## src/rtl/fcs32_chk_par_if.sv

```systemverilog
// Beat-stream interface for fcs32_chk_par: data, frame delimiters, byte count,
// expected FCS and the valid/ready handshake.
interface fcs32_chk_par_if #(
    parameter int unsigned DW = 32
);
    localparam int unsigned KW = (DW / 8 > 1) ? $clog2(DW / 8) : 1;

    logic [DW-1:0] data_i;
    logic          sof_i;
    logic          eof_i;
    logic [KW-1:0] kcnt_i;
    logic [31:0]   exp_i;
    logic          vld_i;
    logic          rdy_o;

    modport master (
        output data_i, sof_i, eof_i, kcnt_i, exp_i, vld_i,
        input  rdy_o
    );

    modport slave (
        input  data_i, sof_i, eof_i, kcnt_i, exp_i, vld_i,
        output rdy_o
    );
endinterface

```

## src/rtl/fcs32_chk_par.sv

```systemverilog
// Parallel FCS32 (Ethernet CRC-32) frame checker, DW bits per beat.
// CRC register runs MSB-first with poly 0x04C11DB7 while each byte is fed
// LSB-first, so the standard FCS is the inverted bit-reversal of the register.
// Results travel through a DLY+1 stage shift pipe to val_o/obs_o/exp_o/err_o.
// Optional feature macro: FCS32_RESIDUE_EN (FCS bytes included in the frame
// data; the raw final CRC is compared against the residue 0xC704DD7B).
module fcs32_chk_par #(
    parameter int unsigned DW  = 32,
    parameter int unsigned DLY = 31
) (
    input  logic                 bclk_i,
    input  logic                 brst_n_i,
    fcs32_chk_par_if.slave       bus,
    output logic [31:0]          res_o,
    output logic [31:0]          exp_o,
    output logic [31:0]          obs_o,
    output logic                 val_o,
    output logic                 err_o,
    output logic                 abrt_o
);
    localparam int unsigned NB      = DW / 8;
    localparam logic [31:0] POLY    = 32'h04C11DB7;
    localparam logic [31:0] ONES    = 32'hFFFFFFFF;
`ifdef FCS32_RESIDUE_EN
    localparam logic [31:0] RESIDUE = 32'hC704DD7B;
`endif

    typedef enum logic [1:0] {StIdle, StFrame, StFinal} state_e;

    typedef struct packed {
        logic        val;
        logic [31:0] obs;
        logic [31:0] exp;
    } stage_t;

    state_e      state_q, state_d;
    logic [31:0] crc_q, crc_d;
    logic        abrt_q, abrt_d;
`ifndef FCS32_RESIDUE_EN
    logic [31:0] exp_q, exp_d;
`endif
    stage_t      pipe_q [DLY+1];
    stage_t      pipe_d [DLY+1];

    logic        rdy;
    logic        acc;
    logic        fin;
    int unsigned lanes;
    logic [31:0] seed;
    logic [31:0] beat_crc;
    logic [31:0] obs_val;
    logic [31:0] exp_val;

    // Process the top nbytes lanes, top lane first, bits 0..7 of each byte.
    function automatic logic [31:0] crc_upd(input logic [31:0] c_in, input logic [DW-1:0] d,
                                            input int unsigned nbytes);
        logic [31:0] c;
        logic [7:0]  b;
        c = c_in;
        for (int unsigned l = 0; l < NB; l++) begin
            b = d[DW-1-8*l -: 8];
            if (l < nbytes) begin
                for (int unsigned i = 0; i < 8; i++) begin
                    c = (c << 1) ^ ((c[31] ^ b[i]) ? POLY : 32'h0);
                end
            end
        end
        return c;
    endfunction

    // Transmitted FCS from the raw register: bit-reverse and invert.
    function automatic logic [31:0] fcs32_brev(input logic [31:0] c);
        logic [31:0] r;
        for (int unsigned i = 0; i < 32; i++) begin
            r[i] = ~c[31-i];
        end
        return r;
    endfunction

    assign rdy       = (state_q != StFinal);
    assign bus.rdy_o = rdy;
    assign acc       = bus.vld_i & rdy;

    // Beat CRC: lane count from kcnt_i on eof only; restart from ONES unless continuing a frame.
    always_comb begin
        lanes = NB;
        if (bus.eof_i && (bus.kcnt_i != '0)) begin
            lanes = 32'(bus.kcnt_i);
        end
        seed     = (state_q == StFrame && !bus.sof_i) ? crc_q : ONES;
        beat_crc = crc_upd(seed, bus.data_i, lanes);
    end

    // Frame FSM next state, CRC accumulation and abort strobe.
    always_comb begin
        state_d = state_q;
        crc_d   = crc_q;
        abrt_d  = 1'b0;
        fin     = 1'b0;
`ifndef FCS32_RESIDUE_EN
        exp_d   = exp_q;
`endif
        case (state_q)
            StIdle, StFrame: begin
                if (acc && (bus.sof_i || state_q == StFrame)) begin
                    crc_d  = beat_crc;
                    abrt_d = bus.sof_i && (state_q == StFrame);
                    if (bus.eof_i) begin
                        state_d = StFinal;
`ifndef FCS32_RESIDUE_EN
                        exp_d   = bus.exp_i;
`endif
                    end else begin
                        state_d = StFrame;
                    end
                end
            end
            StFinal: begin
                state_d = StIdle;
                fin     = 1'b1;
            end
            default: state_d = StIdle;
        endcase
    end

    // Result values entering the alignment pipe.
    always_comb begin
`ifdef FCS32_RESIDUE_EN
        obs_val = crc_q;
        exp_val = RESIDUE;
`else
        obs_val = fcs32_brev(crc_q);
        exp_val = exp_q;
`endif
    end

    // Alignment pipe: stage 0 loads on FINAL, later stages shift every cycle.
    always_comb begin
        pipe_d[0].val = fin;
        pipe_d[0].obs = fin ? obs_val : 32'h0;
        pipe_d[0].exp = fin ? exp_val : 32'h0;
        for (int unsigned i = 1; i <= DLY; i++) begin
            pipe_d[i] = pipe_q[i-1];
        end
    end

    // State, CRC and pipe registers.
    always_ff @(posedge bclk_i or negedge brst_n_i) begin
        if (!brst_n_i) begin
            state_q <= StIdle;
            crc_q   <= 32'h0;
            abrt_q  <= 1'b0;
`ifndef FCS32_RESIDUE_EN
            exp_q   <= 32'h0;
`endif
            for (int unsigned i = 0; i <= DLY; i++) begin
                pipe_q[i] <= '0;
            end
        end else begin
            state_q <= state_d;
            crc_q   <= crc_d;
            abrt_q  <= abrt_d;
`ifndef FCS32_RESIDUE_EN
            exp_q   <= exp_d;
`endif
            for (int unsigned i = 0; i <= DLY; i++) begin
                pipe_q[i] <= pipe_d[i];
            end
        end
    end

    assign res_o  = crc_q;
    assign val_o  = pipe_q[DLY].val;
    assign obs_o  = pipe_q[DLY].obs;
    assign exp_o  = pipe_q[DLY].exp;
    assign err_o  = pipe_q[DLY].val && (pipe_q[DLY].obs != pipe_q[DLY].exp);
    assign abrt_o = abrt_q;
endmodule

```

## src/flat_wrapper.sv

```systemverilog
// flat-port wrapper written by rule: the top's interface ports become plain ports
module fcs32_chk_par_flat 
#(
    parameter int unsigned DW  = 32,
    parameter int unsigned DLY = 31
)
  (bclk_i, brst_n_i, res_o, exp_o, obs_o, val_o, err_o, abrt_o, bus_data_i, bus_sof_i, bus_eof_i, bus_kcnt_i, bus_exp_i, bus_vld_i, bus_rdy_o);
  fcs32_chk_par_if #(.DW(DW)) bus_i ();
  input  logic bclk_i;
  input  logic brst_n_i;
  output logic [31:0] res_o;
  output logic [31:0] exp_o;
  output logic [31:0] obs_o;
  output logic val_o;
  output logic err_o;
  output logic abrt_o;
  input wire logic [$bits(bus_i.data_i)-1:0] bus_data_i;
  input wire logic [$bits(bus_i.sof_i)-1:0] bus_sof_i;
  input wire logic [$bits(bus_i.eof_i)-1:0] bus_eof_i;
  input wire logic [$bits(bus_i.kcnt_i)-1:0] bus_kcnt_i;
  input wire logic [$bits(bus_i.exp_i)-1:0] bus_exp_i;
  input wire logic [$bits(bus_i.vld_i)-1:0] bus_vld_i;
  output wire logic [$bits(bus_i.rdy_o)-1:0] bus_rdy_o;
  assign bus_i.data_i = bus_data_i;
  assign bus_i.sof_i = bus_sof_i;
  assign bus_i.eof_i = bus_eof_i;
  assign bus_i.kcnt_i = bus_kcnt_i;
  assign bus_i.exp_i = bus_exp_i;
  assign bus_i.vld_i = bus_vld_i;
  assign bus_rdy_o = bus_i.rdy_o;
  fcs32_chk_par #(.DW(DW), .DLY(DLY)) u_core (.bclk_i(bclk_i), .brst_n_i(brst_n_i), .bus(bus_i), .res_o(res_o), .exp_o(exp_o), .obs_o(obs_o), .val_o(val_o), .err_o(err_o), .abrt_o(abrt_o));
endmodule
```

## config.mk

```make
export PLATFORM = sky130hd
export DESIGN_NAME = fcs32_chk_par_flat
export DESIGN_NICKNAME = d
export VERILOG_FILES = /design/src/rtl/fcs32_chk_par_if.sv /design/src/rtl/fcs32_chk_par.sv /design/src/flat_wrapper.sv
export SDC_FILE = /design/constraint.sdc
export NUM_CORES = 1
export LEC_CHECK = 0
export BUFFER_PORTS_ARGS = -buffer_cell sky130_fd_sc_hd__buf_4
export CORE_MARGIN = 2
export CORE_UTILIZATION = 45
export CTS_BUF_LIST = sky130_fd_sc_hd__clkbuf_2
export DETAILED_ROUTE_END_ITERATION = 6
export GPL_ROUTABILITY_DRIVEN = 0
export SETUP_SLACK_MARGIN = 0.1
export SLEW_MARGIN = 20
export SYNTH_ARGS = -nofsm -noshare
export SYNTH_HDL_FRONTEND = slang
export SYNTH_SLANG_ARGS = --single-unit
```

## constraint.sdc

```tcl
create_clock -name bclk_i -period 6.95 [get_ports bclk_i]
set_input_delay 1.7375 -clock bclk_i [delete_from_list [all_inputs] [get_ports bclk_i]]
set_output_delay 1.7375 -clock bclk_i [all_outputs]
set_load 0.02 [all_outputs]
```

==> results of run 1 <==
-- final cells by class --
type	instances	area, µm²	area share
Sequential cell	2147	53700	0.784
Multi-Input combinational cell	764	6540	0.0954
Clock buffer	734	3670	0.0536
Tap cell	1768	2210	0.0323
Timing Repair Buffer	237	1960	0.0286
Clock inverter	101	420	0.00613
Antenna cell	7	17.5	0.000255
Inverter	4	15.0	0.000219
-- through the flow --
stage | worst slack [ns] | cell area (µm²) | utilization | hold WS, ns
2_1_floorplan | 0.465 | 60500 | - | 0.331
3_3_place_gp | 0.118 | 64300 | 0.482 | 0.331
3_5_place_dp | -0.00361 | 64300 | 0.482 | 0.335
4_1_cts | 1.35 | 68500 | 0.514 | 0.00156
5_1_grt | 0.957 | 68600 | 0.514 | 0.0278
6_report | 1.23 | 68600 | 0.514 | 0.196
-- cells by family after synthesis --
| group | count (synthesis) | synth area share |
|---|---|---|
| muxes | 66 | 0.0123 |
| xor gates and xnor gates | 312 | 0.0614 |
| and+or+nand+nor | 274 | 0.0230 |
| buffers and inverters | 54 | 0.00358 |
| DFF | 2147 | 0.888 |
| AOI/OAI and AO/OA | 112 | 0.0114 |
-- registers in the layout (all words and copies together) (netlist names) --
| signal | count |
|---|---|
| u_core.pipe_d | 2015 |
| u_core.val_o | 1 |
| u_core.state_q | 2 |
| u_core.obs_o | 32 |
| u_core.exp_q | 32 |
| u_core.exp_o | 32 |
| u_core.abrt_o | 1 |
| u_core.res_o | 32 |
-- how the worst max path moves through the flow --
stage / from / to / slack (ns) / depth (start not counted)
final: u_core.res_o[27]$_DFFE_PN0P_ / u_core.res_o[13]$_DFFE_PN0P_ / 1.23 / 14
after detailed placement: bus_sof_i / u_core.res_o[11]$_DFFE_PN0P_ / -0.004 / 15
after CTS: u_core.res_o[27]$_DFFE_PN0P_ / u_core.res_o[13]$_DFFE_PN0P_ / 1.35 / 14
after global placement: bus_sof_i / u_core.res_o[11]$_DFFE_PN0P_ / 0.12 / 15
after global routing: u_core.res_o[27]$_DFFE_PN0P_ / u_core.res_o[13]$_DFFE_PN0P_ / 0.96 / 14
after floorplan: bus_sof_i / u_core.res_o[27]$_DFFE_PN0P_ / 0.46 / 14
-- routing by layer --
layer,routed length (µm),track usage,vias to the layer above
met4,3590,0.0812,0
met3,5400,0.0468,223
met5,0,0,-
met1,32200,0.148,12500
li1,-,-,11200
met2,39000,0.191,764
-- layout by cell type, fill, tap and decap left out, drive strengths merged, types with 43 or more instances in the layout --
cell	synthesis	layout
nand2	57	57
xnor2	200	200
buf	13	222
xor2	53	53
xnor3	43	43
clkinv	0	97
dfrtp	2147	2147
nor2	103	103
clkbuf	37	734
-- repair_timing --
action / 4_1_cts / 5_1_grt
hold endpoints to repair: 107 / 0
resized for setup: 0 / 0
hold buffers: 15 / 0
buffers inserted: 0 / 0
==> metrics.cfg, run 1 <==
[timing]
drv_slew=0
setup_viol=0
finalHoldViolCount=0
slew-limit-headroom=0.308
worstMarginPinSlew_ns=1.04
rsz0062_at_grt=no
fin_tns_setup_ns=0
clock_skew_ns=0.183
post-route-min-period_ns=5.72
max_freq_mhz=175
min_period_over_period=0.823

[placed_design]
place_inst=4905
portBuffers=170
dpl.hpwl_um=46000

[detailed_routing]
avgViaCountPerCell=4.28
drt_iter0_drc=1340
remaining_drc_errors=0
postRouteWirelength_um=80200
drtAntennaViolNets=0
post_drt_wl_per_cell_um=13.9
vias=24700
first_pass_iters=5

[cells_and_area]
fin_cells=5762
synthToLayoutAreaGrowth_pct=13.4
nNetsFinal=3722
fillers=11100
drive_gt1_frac=0.262

[grt]
grt_overflow=0
grt_use_total=0.124
grt_pass1_wl_um=135000
grt_pass1_vias=27400
grt_max_degree=184
grt_antenna_before_repair=3

[floorplan]
std_cell_rows=134
io_pins=171
fp.dieW_um=371
initial_utilization=0.453
coreArea_mm2=0.133
die-area_mm2=0.137
fp.dieH_um=371

[setup_path]
rr_startpoint=u_core.res_o[27]$_DFFE_PN0P_
cp_data_required_time_ns=8.50
worstPathArrival_ns=7.27
cp_num_buf_inv=0
critPathMaxFanout=8
r2r_cells=14
start_kind=register
end_kind=register
slowest_stage=dfrtp_1
critical_path_class=register to register
ff2ff_setup_slack_ns=1.23
r2r_end=u_core.res_o[13]$_DFFE_PN0P_
crit_chain=xor2_1 > nand2_1 > xnor2_1 > xnor3_1 > xnor2_1 > mux2_4 > xor3_1 > xnor3_1 > xor2_1 > mux2i_1 > xnor3_1 > xnor2_1 > nor3_1 > or3b_1
cp_top_family=XOR/XNOR gates
max_stage_delay_ns=0.82

[yosys]
async_flop_share=1.00
synth.avg_cell_area_um2=20.4
yosys.cell_count.top_type=dfrtp_1
yosys.area.top_type_share=0.888
synth.area.top_cells=dfrtp_1 89%, xnor2_1 2.7%, xnor3_1 1.5%
synth_fp_nets=3036
ys_warn_count=0
synthCells=2965
synthesis.area_mm2=0.0605
synth_ff_type=dfrtp_1
ys_ff_latch=2147
yosys.area.top_type=dfrtp_1
synthTopCellsByCount=2147 x dfrtp_1, 189 x xnor2_1, 103 x nor2_1
ys_seq_area_frac=0.888
synth_edf_count=0
synthDistinctLibCells=69

[hold_path]
hold_depth=0
hold_start=u_core.pipe_d[1918]$_DFF_PN0_
min_to=u_core.pipe_d[1853]$_DFF_PN0_
hp-class=register to register

[job]
drv_cap=0

[clock_network]
cts_root_buf=clkbuf_2
clockBufferDepth=4
cts_tree=done
clk_latency_ns=1.66
cts.htree.levels=5
clock_sinks=2147
cts_buffers=497
clk_pin_slew_ns=0.12

[run_status]
status=finished, final reports clean

Power of run 1 is not shown: default switching activity piles up to over one toggle a cycle in this logic, so the estimate is an artifact.
==> inputs of run 2 (changes only) <==
==> constraint.sdc (replaced) <==
create_clock -name bclk_i -period 5.41 [get_ports bclk_i]
set_input_delay 1.3525 -clock bclk_i [delete_from_list [all_inputs] [get_ports bclk_i]]
set_output_delay 1.3525 -clock bclk_i [all_outputs]
set_load 0.02 [all_outputs]
==> run 2 against run 1 <==
Routed wire length up 5.6%; register-to-register slack worse by 0.89 ns; global-route usage up 0.75 points; largest cell class unchanged; final area is 2.3% higher; flip-flop and latch count stayed put; critical endpoint is now u_core.res_o[19]$_DFFE_PN0P_; highest routed layer is now met5.
==> metrics.cfg, run 2 (synthesis results as in run 1) <==
[floorplan]
coreArea_mm2=0.133
initial_utilization=0.453
die-area_mm2=0.137
fp.dieH_um=371
io_pins=171
fp.dieW_um=371
std_cell_rows=134

[clock_network]
clk_pin_slew_ns=0.09
cts_setup_buffers=0
cts_root_buf=clkbuf_2
cts_buffers=494
cts.htree.levels=5
cts_tree=done
clock_sinks=2147
clk_latency_ns=1.67
clockBufferDepth=4

[setup_path]
worstPathArrival_ns=6.51
critPathMaxFanout=8
max_stage_delay_ns=0.83
end_kind=register
slowest_stage=dfrtp_1
crit_chain=nor4b_2 > xnor2_1 > xnor2_2 > xnor3_2 > xor3_1 > a21oi_2 > xnor2_4 > buf_4 > xnor3_2 > buf_4 > xnor2_1 > xor2_1 > o21ai_0 > xnor3_1 > nand2_1 > a21oi_1
start_kind=register
cp_data_required_time_ns=6.86
critical_path_class=register to register

[cells_and_area]
fillers=11000
final_cell_mix=2145 x dfrtp_1, 711 x clkbuf_2, 358 x buf_4, 175 x xnor2_1, 103 x nor2_1
synthToLayoutAreaGrowth_pct=15.9
fin_util=0.525
fin_area_mm2=0.0701
largest_reg_flops=2015
final_common_cell=dfrtp_1
nNetsFinal=3896
drive_gt1_frac=0.292

[grt]
grt_pass1_wl_um=141000
grt_max_degree=159
grt_overflow=0
grt_antenna_before_repair=5
grt_use_total=0.132
grt_pass1_vias=27900

[timing]
rsz0062_at_grt=yes
clock_skew_ns=0.202
slew-limit-headroom=0.321
drv_slew=0
setup_viol=0
post-route-min-period_ns=5.06
finalHoldViolCount=0
worstMarginPinSlew_ns=1.02
max_freq_mhz=197
min_period_over_period=0.936

[placed_design]
portBuffers=170
dpl.hpwl_um=50500
placed_area_mm2=0.0657

[detailed_routing]
drt_iter0_drc=1464
vias=25400
postRouteWirelength_um=84700
first_pass_iters=5
post_drt_wl_per_cell_um=14.4
remaining_drc_errors=0
avgViaCountPerCell=4.31
drtAntennaViolNets=0

[job]
drv_cap=0

[run_status]
status=finished, final reports clean

[hold_path]
hp-class=register to register

run 2: cell types whose count changed in the layout (fill, tap and decap cells not counted), moves of 4 or more:
cell	change
xnor3_2	+6
clkinv_1	-27
xnor3_1	-6
nor4b_4	+5
diode_2	+5
buf_12	+4
xnor2_2	+11
dlygate4sd3_1	+26
clkbuf_2	-23
clkinv_2	-5
buf_4	+147
xnor2_1	-14
run 2: worst paths after layout:
kind / start / end / slack, ns / depth (start not counted)
worst max-delay path: u_core.res_o[27]$_DFFE_PN0P_ / u_core.res_o[19]$_DFFE_PN0P_ / 0.35 / 16
worst min-delay path: u_core.pipe_d[72]$_DFF_PN0_ / u_core.pipe_d[7]$_DFF_PN0_ / 0.21 / 0
worst max register to register: u_core.res_o[27]$_DFFE_PN0P_ / u_core.res_o[19]$_DFFE_PN0P_ / 0.35 / 16
worst min register to register: u_core.pipe_d[72]$_DFF_PN0_ / u_core.pipe_d[7]$_DFF_PN0_ / 0.21 / 0
max in group asynchronous: brst_n_i / u_core.pipe_d[1901]$_DFF_PN0_ / 3.56 / 3
min in group asynchronous: brst_n_i / u_core.obs_o[9]$_DFF_PN0_ / 0.38 / 2
run 2: worst max-delay path, delay by kind of cell (launching register included):
family | cells | cell delay (ns)
AOI/OAI and AO/OA | 3 | 0.93
and+or+nand+nor | 2 | 0.20
DFF | 1 | 0.83
xor gates and xnor gates | 9 | 2.52
buffers and inverters | 2 | 0.37
run 2: repair_timing:
item / 4_1_cts / 5_1_grt
endpoints found under the setup margin: 0 / 3
hold buffers: 41 / 0
hold endpoints to repair: 329 / 0
resized for setup: 0 / 2
run 2: final cells by class:
type,instances,area (µm²),area share
Timing Repair Buffer,414,3410,0.0486
Inverter,4,15.0,0.000214
Clock buffer,711,3560,0.0507
Clock inverter,74,398,0.00567
Tap cell,1768,2210,0.0315
Multi-Input combinational cell,764,6770,0.0966
Antenna cell,12,30.0,0.000428
Sequential cell,2147,53700,0.766
run 2: metal layers:
metal / vias up / routed length (µm) / GRT usage
met2: 789 / 41900 / 0.205
li1: 11500 / - / -
met5: - / 9 / 0
met4: 2 / 3080 / 0.0747
met3: 214 / 5950 / 0.0475
met1: 12900 / 33800 / 0.160
run 2: metrics by stage:
| stage | hold WS [ns] | setup WS (ns) | std cells | setup TNS [ns] |
|---|---|---|---|---|
| floorplan | 0.331 | -0.417 | 2965 | -4.44 |
| global placement | 0.331 | -0.348 | 5056 | -6.86 |
| detailed placement | 0.335 | -0.482 | 5056 | -10.23 |
| CTS | 0.00220 | 0.221 | 5882 | 0 |
| global route | 0.116 | 0.0883 | 5891 | 0 |
| finish | 0.214 | 0.346 | 5894 | 0 |
Power of run 2 is left out for the same reason.
==> inputs of run 3 (changes only) <==
--- a/config.mk
+++ b/config.mk
@@ -5,6 +5,7 @@
 export SDC_FILE = /design/constraint.sdc
 export NUM_CORES = 1
 export LEC_CHECK = 0
+export ABC_AREA = 1
 export BUFFER_PORTS_ARGS = -buffer_cell sky130_fd_sc_hd__buf_4
 export CORE_MARGIN = 2
 export CORE_UTILIZATION = 45
==> run 3 against run 2 <==
Via count is 18% higher; largest cell class unchanged; global-route usage up 1.1 points; clock skew is 0.065 ns lower; routed wire length rose by 12%.
==> metrics.cfg, run 3 <==
[run_status]
status=finished, final reports clean

[floorplan]
die-area_mm2=0.141
fp.dieW_um=375
coreArea_mm2=0.137
initial_utilization=0.452
io_pins=171
fp.dieH_um=375
std_cell_rows=136

[setup_path]
r2r_end=u_core.res_o[6]$_DFFE_PN0P_
worstPathArrival_ns=3.51
end_kind=output port
cp_top_family=compound AO/OA/AOI/OAI gates
slowest_stage=a2111oi_0
critPathMaxFanout=3
critical_path_class=register to output port
ff2ff_setup_slack_ns=0.74
cp_num_buf_inv=1
max_stage_delay_ns=0.85
start_kind=register
r2r_cells=33
crit_chain=or2_2 > a2111oi_0 > a41oi_1 > buf_4
cp_data_required_time_ns=4.06
rr_startpoint=u_core.state_q[1]$_DFFE_PN0P_

[yosys]
ys_seq_area_frac=0.868
synthTopCellsByCount=2147 x dfrtp_1, 674 x nand2_1, 251 x nand3_1
ys_warn_count=0
synthDistinctLibCells=48
synth_ff_type=dfrtp_1
synthCells=3828
synthesis.area_mm2=0.0619
synth.area.top_cells=dfrtp_1 87%, nand2_1 4.1%, nand3_1 2.0%
yosys.cell_count.top_type=dfrtp_1
yosys.area.top_type_share=0.868
synth.avg_cell_area_um2=16.2
async_flop_share=1.00
synth_edf_count=0
yosys.area.top_type=dfrtp_1
ys_ff_latch=2147
synth_fp_nets=3899

[timing]
post-route-min-period_ns=4.87
min_period_over_period=0.899
worstMarginPinSlew_ns=1.01
max_freq_mhz=206
setup_viol=0
rsz0062_at_grt=no
slew-limit-headroom=0.327
finalHoldViolCount=0
clock_skew_ns=0.137
drv_slew=0

[detailed_routing]
vias=29900
drt_iter0_drc=1843
remaining_drc_errors=0
postRouteWirelength_um=94600
first_pass_iters=6
avgViaCountPerCell=4.48
post_drt_wl_per_cell_um=14.2
drtAntennaViolNets=0

[clock_network]
clk_latency_ns=1.58
cts_root_buf=clkbuf_2
cts_resized=0
cts.htree.levels=6
clk_pin_slew_ns=0.09
clock_sinks=2147
clockBufferDepth=4
cts_buffers=533
cts_tree=done

[cells_and_area]
fin_area_mm2=0.0708
synthToLayoutAreaGrowth_pct=14.3
final_common_cell=dfrtp_1
drive_gt1_frac=0.239
final_cell_mix=2147 x dfrtp_1, 724 x clkbuf_2, 674 x nand2_1, 251 x nand3_1, 221 x buf_4
nNetsFinal=4663
fin_util=0.517
fillers=11500
largest_reg_flops=2015

[hold_path]
hp-class=register to register
hold_start=u_core.pipe_d[1854]$_DFF_PN0_
min_to=u_core.pipe_d[1789]$_DFF_PN0_
hold_depth=0

[grt]
grt_max_degree=165
grt_use_total=0.143
grt_antenna_before_repair=4
grt_most_used_layer=met2
met2_usage=0.214
use_met3=0.0474
met1_usage=0.174
grt_pass1_wl_um=159000
grt_pass1_vias=32500
grt_overflow=0

[job]
drv_cap=0

[placed_design]
dpl.hpwl_um=58100
placed_area_mm2=0.0660
portBuffers=170

[power_and_ir_drop]
ir_drop_mv=0.206
p_leak_uw=0.0391
power_density_mw_per_mm2=463

==> run 3: cell families after synthesis <==
group                     Yosys count  share of synthesized area
DFF                              2147                      0.868
and+or+nand+nor                  1207                     0.0886
buffers and inverters             234                     0.0150
xor gates and xnor gates          122                     0.0184
AOI/OAI and AO/OA                 118                     0.0103
==> run 3: layer usage <==
layer | part of all wire | vias up
li1 | - | 13800
met2 | 0.47 | 1105
met3 | 0.075 | 270
met1 | 0.40 | 14700
met4 | 0.054 | 2
met5 | 0.00014 | -
==> run 3: area by class of cell <==
type	count	area, µm²	share of cell area
antenna	3	7.51	0.000106
clock buffer	724	3620	0.0512
clock inverter	97	777	0.0110
inverter	188	706	0.00997
multi-input combinational	1447	7280	0.103
sequential	2147	53700	0.759
tap	1794	2240	0.0317
timing repair buffer	275	2390	0.0337
==> run 3: what timing repair did <==
| action | CTS | global route |
|---|---|---|
| hold endpoints to repair | 161 | 0 |
| setup buffers | 0 | 0 |
| hold buffers | 36 | 0 |
==> run 3: power breakdown <==
| part | internal, µW | switching (µW) | leakage, µW |
|---|---|---|---|
| Combinational | 1630 | 3570 | 0.00621 |
| Clock | 4260 | 5500 | 0.00340 |
| Sequential | 17200 | 640 | 0.0295 |
| Total | 23100 | 9710 | 0.0391 |
==> run 3: how the worst max path moves through the flow <==
stage,start,endpoint,cells past startpoint
after floorplan,bus_sof_i,u_core.res_o[12]$_DFFE_PN0P_,33
after global placement,bus_sof_i,u_core.res_o[6]$_DFFE_PN0P_,33
after CTS,u_core.exp_o[5]$_DFF_PN0_,err_o,4
final,u_core.exp_o[5]$_DFF_PN0_,err_o,4
after global routing,u_core.obs_o[5]$_DFF_PN0_,err_o,4
after detailed placement,bus_sof_i,u_core.res_o[6]$_DFFE_PN0P_,33
==> run 3: stage by stage <==
step / setup slack [ns] / std cells / total power, µW / TNS [ns] / hold slack [ns]
final: 0.544 / 6675 / 32800 / 0 / 0.263
after global routing: 0.105 / 6675 / 35000 / 0 / 0.116
after CTS: 0.134 / 6672 / 33400 / 0 / 0.0224
after detailed placement: -0.0700 / 5815 / 23300 / -0.160 / 0.335
after global placement: 0.0570 / 5815 / 23100 / 0 / 0.331
after floorplan: 1.18 / 3828 / 21200 / 0 / 0.331
Note: power is estimated with default switching activity, not from simulation.
